File: config.mk
export PLATFORM = sky130hd
export DESIGN_NAME = scarv_ccx_mmio_master
export DESIGN_NICKNAME = d
export VERILOG_FILES = /design/src/rtl/scarv_ccx_mmio_master.sv
export SDC_FILE = /design/constraint.sdc
export NUM_CORES = 1
export LEC_CHECK = 0
export CORE_ASPECT_RATIO = 0.8
export CORE_MARGIN = 3
export CORE_UTILIZATION = 45
export DETAILED_ROUTE_END_ITERATION = 8
export DONT_BUFFER_PORTS = 1
export SETUP_SLACK_MARGIN = 0.5
export SYNTH_ARGS = -nofsm -noshare
export SYNTH_HDL_FRONTEND = slang
export SYNTH_HIERARCHICAL = 1
export SYNTH_SLANG_ARGS = --single-unit
File: constraint.sdc
create_clock -name f_clk -period 4.79 [get_ports f_clk]
set_input_delay 0.7185 -clock f_clk [delete_from_list [all_inputs] [get_ports f_clk]]
set_output_delay 0.7185 -clock f_clk [all_outputs]
set_load 0.05 [all_outputs]
File: src/rtl/scarv_ccx_mmio_master.sv
// Generic synchronous FIFO: registered storage, no pass-through, count output.
// Latency: a push is visible at the head the cycle after it is written.
// Backpressure: the caller must not push when count==DEPTH or pop when count==0.
module scarv_ccx_mmio_fifo #(
  parameter int WIDTH = 8,
  parameter int DEPTH = 2
) (
  input  logic                     f_clk,
  input  logic                     g_reset,
  input  logic                     push,
  input  logic [WIDTH-1:0]         push_dat,
  input  logic                     pop,
  output logic [WIDTH-1:0]         pop_dat,
  output logic [$clog2(DEPTH):0]   count
);
  localparam int AW = $clog2(DEPTH);

  logic [WIDTH-1:0] mem [DEPTH];
  logic [AW:0]      wr_ptr;
  logic [AW:0]      rd_ptr;

  assign count   = wr_ptr - rd_ptr;
  assign pop_dat = mem[rd_ptr[AW-1:0]];

  always_ff @(posedge f_clk) begin
    if (g_reset) begin
      wr_ptr <= '0;
      rd_ptr <= '0;
    end else begin
      if (push) wr_ptr <= wr_ptr + 1'b1;
      if (pop)  rd_ptr <= rd_ptr + 1'b1;
    end
  end

  always_ff @(posedge f_clk) begin
    if (push) mem[wr_ptr[AW-1:0]] <= push_dat;
  end
endmodule

// CCX memif initiator: queued commands become single-outstanding bus requests.
// Latency: command accepted in N -> mmio_req in N+1 -> rsp_valid in N+3 (zero-wait grant).
// Backpressure: cmd_ready drops when the command FIFO is full; requests stall without response credit.
module scarv_ccx_mmio_master #(
  parameter int CMD_DEPTH      = 2,
  parameter int RSP_DEPTH      = 2,
  parameter int TIMEOUT_CYCLES = 16
) (
  input  logic        f_clk,
  input  logic        g_reset,
  input  logic        cmd_valid,
  output logic        cmd_ready,
  input  logic        cmd_wen,
  input  logic [3:0]  cmd_strb,
  input  logic [31:0] cmd_addr,
  input  logic [31:0] cmd_wdata,
  output logic        rsp_valid,
  input  logic        rsp_ready,
  output logic [31:0] rsp_rdata,
  output logic        rsp_error,
  output logic        rsp_timeout,
  output logic        mmio_req,
  input  logic        mmio_gnt,
  output logic        mmio_wen,
  output logic [3:0]  mmio_strb,
  output logic [31:0] mmio_addr,
  output logic [31:0] mmio_wdata,
  input  logic [31:0] mmio_rdata,
  input  logic        mmio_error,
  output logic        busy
);
  typedef struct packed {
    logic        wen;
    logic [3:0]  strb;
    logic [31:0] addr;
    logic [31:0] wdata;
  } cmd_t;

  typedef struct packed {
    logic [31:0] rdata;
    logic        error;
    logic        timeout;
  } rsp_t;

  localparam int CMD_CW = $clog2(CMD_DEPTH) + 1;
  localparam int RSP_CW = $clog2(RSP_DEPTH) + 1;
  localparam int WCW    = (TIMEOUT_CYCLES > 1) ? $clog2(TIMEOUT_CYCLES) : 1;

  cmd_t              cmd_in, cmd_head;
  rsp_t              rsp_in, rsp_head;
  logic [CMD_CW-1:0] cmd_count;
  logic [RSP_CW-1:0] rsp_count;
  logic [RSP_CW:0]   occupancy;
  logic [WCW-1:0]    wait_cnt;
  logic              cmd_push, cmd_pop, rsp_push, rsp_pop;
  logic              head_vld, head_aligned, credit;
  logic              grant, misal_pop, timeout_pop, wait_last;
  logic              inflight, pend_bus, pend_wen, pend_to;

  assign cmd_in   = '{wen: cmd_wen, strb: cmd_strb, addr: cmd_addr, wdata: cmd_wdata};
  assign cmd_ready = !g_reset && (cmd_count != CMD_CW'(CMD_DEPTH));
  assign cmd_push  = cmd_valid && cmd_ready;

  scarv_ccx_mmio_fifo #(.WIDTH($bits(cmd_t)), .DEPTH(CMD_DEPTH)) u_cmd_fifo (
    .f_clk    (f_clk),
    .g_reset  (g_reset),
    .push     (cmd_push),
    .push_dat (cmd_in),
    .pop      (cmd_pop),
    .pop_dat  (cmd_head),
    .count    (cmd_count)
  );

  // Responses already queued plus the one being captured this cycle must leave room.
  assign rsp_valid = !g_reset && (rsp_count != '0);
  assign rsp_pop   = rsp_valid && rsp_ready;
  assign occupancy = {1'b0, rsp_count} + {{RSP_CW{1'b0}}, inflight} - {{RSP_CW{1'b0}}, rsp_pop};
  assign credit    = occupancy < (RSP_CW+1)'(RSP_DEPTH);

  assign head_vld     = !g_reset && (cmd_count != '0);
  assign head_aligned = (cmd_head.addr[1:0] == 2'b00);
  assign mmio_req     = head_vld && head_aligned && credit;
  assign mmio_wen     = cmd_head.wen;
  assign mmio_strb    = cmd_head.strb;
  assign mmio_addr    = cmd_head.addr;
  assign mmio_wdata   = cmd_head.wdata;

  assign wait_last   = (TIMEOUT_CYCLES != 0) && (wait_cnt == WCW'(TIMEOUT_CYCLES - 1));
  assign grant       = mmio_req && mmio_gnt;
  assign misal_pop   = head_vld && !head_aligned && credit;
  assign timeout_pop = mmio_req && !mmio_gnt && wait_last;
  assign cmd_pop     = grant || misal_pop || timeout_pop;

  always_ff @(posedge f_clk) begin
    if (g_reset) begin
      inflight <= 1'b0;
      pend_bus <= 1'b0;
      pend_wen <= 1'b0;
      pend_to  <= 1'b0;
      wait_cnt <= '0;
    end else begin
      inflight <= cmd_pop;
      if (cmd_pop) begin
        pend_bus <= grant;
        pend_wen <= cmd_head.wen;
        pend_to  <= timeout_pop;
      end
      if (cmd_pop)
        wait_cnt <= '0;
      else if (mmio_req && (TIMEOUT_CYCLES != 0))
        wait_cnt <= wait_cnt + 1'b1;
    end
  end

  // Locally generated errors (misalignment, timeout) never carry bus data.
  always_comb begin
    rsp_in = '0;
    if (pend_bus) begin
      rsp_in.error = mmio_error;
      rsp_in.rdata = (pend_wen || mmio_error) ? 32'h0 : mmio_rdata;
    end else begin
      rsp_in.error   = 1'b1;
      rsp_in.timeout = pend_to;
    end
  end

  assign rsp_push = inflight;

  scarv_ccx_mmio_fifo #(.WIDTH($bits(rsp_t)), .DEPTH(RSP_DEPTH)) u_rsp_fifo (
    .f_clk    (f_clk),
    .g_reset  (g_reset),
    .push     (rsp_push),
    .push_dat (rsp_in),
    .pop      (rsp_pop),
    .pop_dat  (rsp_head),
    .count    (rsp_count)
  );

  assign rsp_rdata   = rsp_head.rdata;
  assign rsp_error   = rsp_head.error;
  assign rsp_timeout = rsp_head.timeout;
  assign busy        = !g_reset && ((cmd_count != '0) || inflight || (rsp_count != '0));
endmodule

# After elaboration in Yosys (flattened, before gate mapping)
# Memories as Yosys holds them, arrays and structs flattened. A register that Yosys moved wholly into a read port is not among the register bits.
# Cells that the tools add are included.
[classes]
n_addsub = 9
mul = 0
div_mod_pow = 0
order_cmp = 1
n_eq_ne = 2
shift = 0
mux = 12
bitwise = 0
reduce_logical = 25
[ops]
columns = ["op", "n"]
rows = [
  ["$mux W32", 2],
  ["$logic_and A1 B1 Y1", 13],
  ["$mux W1", 10],
  ["$add A2 B1 Y2 const B", 4],
  ["$logic_or A1 B1 Y1", 5],
  ["$add A4 B1 Y4 const B", 1],
  ["$eq A4 B4 Y1 const B", 1],
  ["$reduce_bool A2 Y1", 2],
  ["$sub A2 B2 Y2", 2],
  ["$add A2 B1 Y3", 1],
  ["$logic_not A1 Y1", 3],
  ["$lt A3 B2 Y1 const B", 1],
  ["$sub A3 B1 Y3", 1],
  ["$logic_not A2 Y1", 1],
  ["$ne A2 B2 Y1 const B", 1],
  ["$reduce_or A2 Y1", 1],
]
[word_totals]
ff_bits = 16
latch_bits = 0
ram_bits = 206
mem_bits_ro = 0
output_inout_bits = 107
word_cells = 60
memories = 2
[mem_list]
columns = ["name", "words", "word_bits", "read_ports", "rd_ports_with_merged_regs", "wr", "line_no", "source"]
rows = [
  ["u_cmd_fifo.mem", 2, 69, 1, 1, 1, "18", "logic [WIDTH-1:0] mem [DEPTH];"],
  ["u_rsp_fifo.mem", 2, 34, 1, 1, 1, "18", ""],
]

# Depth between registers and ports, before layout
[depth]
depth_word = 12
depth_mapped = 16
depth_no_buf = 15

# Cells and area by module
# Netlist, hierarchy kept.
[modules_own_cells]
columns = ["module", "n_inst", "cells_each", "area_each_um2", "seq_area_each_um2"]
rows = [
  ["scarv_ccx_mmio_fifo (u_cmd_fifo)", 1, 238, 5245.0, 4244.1],
  ["scarv_ccx_mmio_fifo (u_rsp_fifo)", 1, 129, 2832.7, 2142.1],
  ["scarv_ccx_mmio_master", 1, 95, 725.7, 160.2],
]

# Worst setup path before layout
# No wires, ideal clock.
[synth_timing]
path_type = "register -> register"
from = "register u_cmd_fifo.wr_ptr[0]"
to = "memory u_cmd_fifo/mem[0][0] (netlist name), enable pin"
arrival_time_ns = 5.125
t_required_ns = 4.286
slack_ns = -0.839
path_stages_with_launch = 8
n_path_buf = 0
cell_sequence = "dfxtp_1 > inv_1 > ha_1 > xnor2_1 > xnor2_1 > a21oi_1 > and2_1 > nor2b_1"
[synth_via]
elab_chain_len = 6
[synth_rtl]
columns = ["element", "line_no", "source"]
rows = [
  ["from (decl)", "19", "logic [AW:0] wr_ptr;"],
  ["from (signal assigned)", "30", "if (push) wr_ptr <= wr_ptr + 1'b1;"],
  ["$sub A2 B2 Y2", "22", "assign count = wr_ptr - rd_ptr;"],
  ["named net cmd_count[1]", "90", "logic [CMD_CW-1:0] cmd_count;"],
  ["$ne A2 B2 Y1", "100", "assign cmd_ready = !g_reset && (cmd_count != CMD_CW'(CMD_DEPTH));"],
  ["$logic_and A1 B1 Y1", "100", ""],
  ["named net cmd_ready", "51", "output logic cmd_ready,"],
  ["$logic_and A1 B1 Y1", "101", "assign cmd_push = cmd_valid && cmd_ready;"],
  ["named net cmd_push", "94", "logic cmd_push, cmd_pop, rsp_push, rsp_pop;"],
  ["$mux W1", "36", "if (push) mem[wr_ptr[AW-1:0]] <= push_dat;"],
  ["$mux W1 (implied by the code)", "36", ""],
  ["to (decl)", "18", ""],
]
# The timed path passes the listed nets, and every way through them passes these cells.

# Worst setup path in the final report
[layout_timing]
from = "register u_rsp_fifo.wr_ptr[0]"
to = "output mmio_req"
[layout_via]
elab_chain_len = 7
[layout_rtl]
columns = ["element", "line_no", "source"]
rows = [
  ["from (decl)", "19", ""],
  ["from (signal assigned)", "30", ""],
  ["$sub A2 B2 Y2", "22", ""],
  ["named net rsp_count[1]", "91", "logic [RSP_CW-1:0] rsp_count;"],
  ["$reduce_bool A2 Y1", "114", "assign rsp_valid = !g_reset && (rsp_count != '0);"],
  ["$logic_and A1 B1 Y1", "114", ""],
  ["$logic_and A1 B1 Y1", "115", "assign rsp_pop = rsp_valid && rsp_ready;"],
  ["named net rsp_pop", "94", ""],
  ["$sub A3 B1 Y3", "116", "assign occupancy = {1'b0, rsp_count} + {{RSP_CW{1'b0}}, inflight} - {{RSP_CW{1'b0}}, rsp_pop};"],
  ["$lt A3 B2 Y1", "117", "assign credit = occupancy < (RSP_CW+1)'(RSP_DEPTH);"],
  ["$logic_and A1 B1 Y1", "121", "assign mmio_req = head_vld && head_aligned && credit;"],
  ["to (decl)", "61", "output logic mmio_req,"],
]
# The timed path passes the listed nets, and every way through them passes these cells.

==> summary.txt <==
Die
  – Die area: 0.0213 mm²
  – DIE WIDTH: 162 µm
  – Starting Density: 0.461
  – Number of I/O pins: 214
  – Die Y: 131 µm
  – Total core area: 0.0191 mm²
  – Row Count: 45

Drt
  – Vias post-DR: 3,960
  – Met1 WL: 5960 µm
  – Routed length per placed instance: 20.9 µm
  – Routed Antenna Nets: 0
  – WL final: 15,900 µm
  – DR DRC count: 0
  – DR vias/cell: 5.22
  – Initial DRT Pass Iterations: 4
  – Initial drt markers: 218
  – Met2 wire length: 8080 µm
  – Top Metal Used: met4
  – Met3 wire len: 1470 µm

Critical path
  – Worst Setup EP: mmio_req
  – Cells on worst reg2reg path: 14
  – Critical Path Source: u_rsp_fifo/wr_ptr[0]
  – R2R setup slack: 1400 ps
  – Critical Path RT: 4070 ps
  – Maximum fanout along the worst path: 2
  – WS Path Type: register to primary output
  – RR Endpoint: pend_wen
  – R2R Path Start: u_rsp_fifo/wr_ptr[0]
  – Critical Path End Type: primary output
  – Crit start category: register
  – CP arrival: 3450 ps

Power
  – P_int: 3880 µW
  – Total power: 5830 µW
  – Switching power: 1950 µW
  – Flop pwr share: 0.415
  – Sw Share: 0.334
  – Clock group share of total power: 0.304
  – P per Cell Area: 585 mW/mm²
  – Logic gate share of total power: 0.281
  – Leakage Power: 0.00338 µW
  – Peak VDD IR: 0.000407 V

STA
  – Max-slew violations: 0
  – Final hold vios: 0
  – Fmax: 0.240 GHz
  – Worst rel slew slack: 0.304
  – Slew @ Worst Pin: 1040 ps
  – Worst Skew: 9.01 ps
  – PnR worst setup slack: 621 ps
  – Crit path time final: 4170 ps
  – Setup TNS: 0 ps
  – Unrepaired setup endpoints after global routing: no
  – Final setup viols: 0
  – Period utilization: 0.870

Synthesis
  – Synth unique cells: 38
  – Most used DFF post-synth: edfxtp_1
  – Most frequent cells after synthesis: edfxtp_1 (206), mux2_2 (63), mux2_4 (40)
  – Top-count cell post-synth: edfxtp_1
  – EDFF count, synth: 206
  – Yosys top cell by area: edfxtp_1
  – Sequential element share of the synthesized area: 0.744
  – Syn nets: 574
  – Synthesized cell area: 0.00880 mm²
  – Warnings, synthesis: 6
  – Mapped Cells: 462
  – Ys async rst share: 0
  – Top cells by area, synth: edfxtp_1 (70%), mux2_2 (8.1%), mux2_4 (6.8%), dfxtp_1 (4.1%), and2_1 (2.6%)
  – Synth top area share: 0.703
  – Post-synthesis register bit count: 224
  – Syn Area/Cell: 19.1 µm²

Clock network
  – CTS Buffer Depth: 3
  – CTS clk-pin slew, worst paths: 60 ps
  – CTS tree: done
  – H-tree level count: 1
  – Root Buffer: clkbuf_16
  – Total CTS buffers: 23
  – Clk Latency, worst-skew pair: 490 ps
  – Sink Count: 224

Hold path
  – Worst Hold Class: input port to register
  – Worst min-delay path startpoint: g_reset

Status
  – Status: completed

Global routing
  – Initial antenna violation count: 0
  – Pin count of the biggest net entering global routing: 70
  – GRT Util Overall: 0.145
  – Gr ovfl total: 0
  – Vias in the first global route: 4,154
  – First-pass GRT wire length: 24,300 µm

Layout
  – Proportion of layout cells with a drive suffix above 1: 0.357
  – ANT cells: 0
  – Fin cells: 759
  – Synthesis-to-layout area growth: 13.2%
  – Final #Nets: 597

Place
  – Post-placement cell count: 711
  – GP Congestion: 0.734
  – Post-DP HPWL: 10,200 µm
  – Pre-CTS WS: 476 ps
  – # port buffers: 0

Run
  – Max_cap viols: 0
area by class of cell:
type	instances	area (µm²)
Multi-Input combinational cell	214	2180
Inverter	7	26.3
Fill cell	1514	9120
Tap cell	258	323
Clock buffer	27	591
Sequential cell	224	6560
Clock inverter	14	165
Timing Repair Buffer	15	125
cells in the final DEF (no fill, tap or decap), types with 2 or more instances in the layout:
master,n
o21ai_0,3
a21bo_2,4
nand2_1,3
inv_1,6
dfxtp_4,2
dfxtp_1,14
nor2b_4,2
buf_4,14
and2_4,2
clkbuf_1,4
mux2_2,63
xnor2_1,6
bufinv_16,4
clkinv_1,4
nor2b_1,2
mux2_4,40
edfxtp_1,206
ha_4,2
clkbuf_16,23
ha_1,2
nor2_4,4
clkinv_2,6
nand3b_1,5
nand3_1,2
a21oi_1,10
nor2_1,10
and2_1,34
and3_1,2
dfxtp_2,2
worst min-delay path by stage:
| stage | to | slack [ps] | depth (start not counted) |
|---|---|---|---|
| final | register | 290 | 1 |
| after global routing | u_rsp_fifo/rd_ptr[0] | 270 | 1 |
| after CTS | register | 260 | 1 |
| after detailed placement | wait_cnt[0] | 480 | 2 |
| after global placement | wait_cnt[1] | 450 | 2 |
| after floorplan | wait_cnt[1] | 440 | 2 |
metrics by stage:
stage                     instance area (µm²)  utilization  hold slack, ps
after floorplan                          8830            -             444
after global placement                   9080        0.476             453
after detailed placement                 9080        0.476             475
after CTS                                9950        0.521             265
after global routing                     9970        0.522             266
final                                    9970        0.522             291
flip-flops by register name (all words and copies together), names as in the netlist, named ones only:
name               flops
inflight               1
pend_wen               1
pend_bus               1
u_cmd_fifo/mem       138
pend_to                1
u_rsp_fifo/rd_ptr      2
u_rsp_fifo/wr_ptr      2
u_rsp_fifo/mem        68
u_cmd_fifo/wr_ptr      2
wait_cnt               4
u_cmd_fifo/rd_ptr      2
layer usage:
metal / GRT usage / vias up
met3: 0.0564 / 22
met2: 0.250 / 141
met4: 0.0384 / 0
met1: 0.171 / 2003
li1: - / 1794
met5: 0 / -
logic make-up (layout without fill, tap and decap cells):
group,count (synthesis),after routing,share of synthesized area
DFF,224,224,0.744
muxes,104,104,0.150
and+or+nand+nor,76,76,0.0536
buffers and inverters,24,63,0.0212
AOI/OAI and AO/OA,20,20,0.0146
xor gates and xnor gates,9,9,0.00895
adders and majority gates,5,5,0.00796
critical path, cell delays in order, from the launching register on:
cell and delay [ps]:
dfxtp_4 340, inv_2 40, ha_4 170, xnor2_4 120, xnor2_2 230, nor2_4 70, nor2_4 120, and2_4 170
ha_4 190, nand2b_4 130, fa_2 530, or4b_4 500, nor2_4 340
repair_timing:
action	CTS	global route
endpoints found under the setup margin	1	1
pin swaps	10	9
hold buffers	0	0
buffers inserted	6	1
resized for setup	14	1
power by group through the flow:
stage / clock (µW) / sequential (µW) / combinational [µW]
floorplan: 0 / 2410 / 1470
global placement: 0 / 2460 / 1560
detailed placement: 0 / 2460 / 1570
CTS: 1830 / 2420 / 1640
global route: 1910 / 2440 / 1710
finish: 1770 / 2420 / 1630
Note: power is estimated with default switching activity, not from simulation.
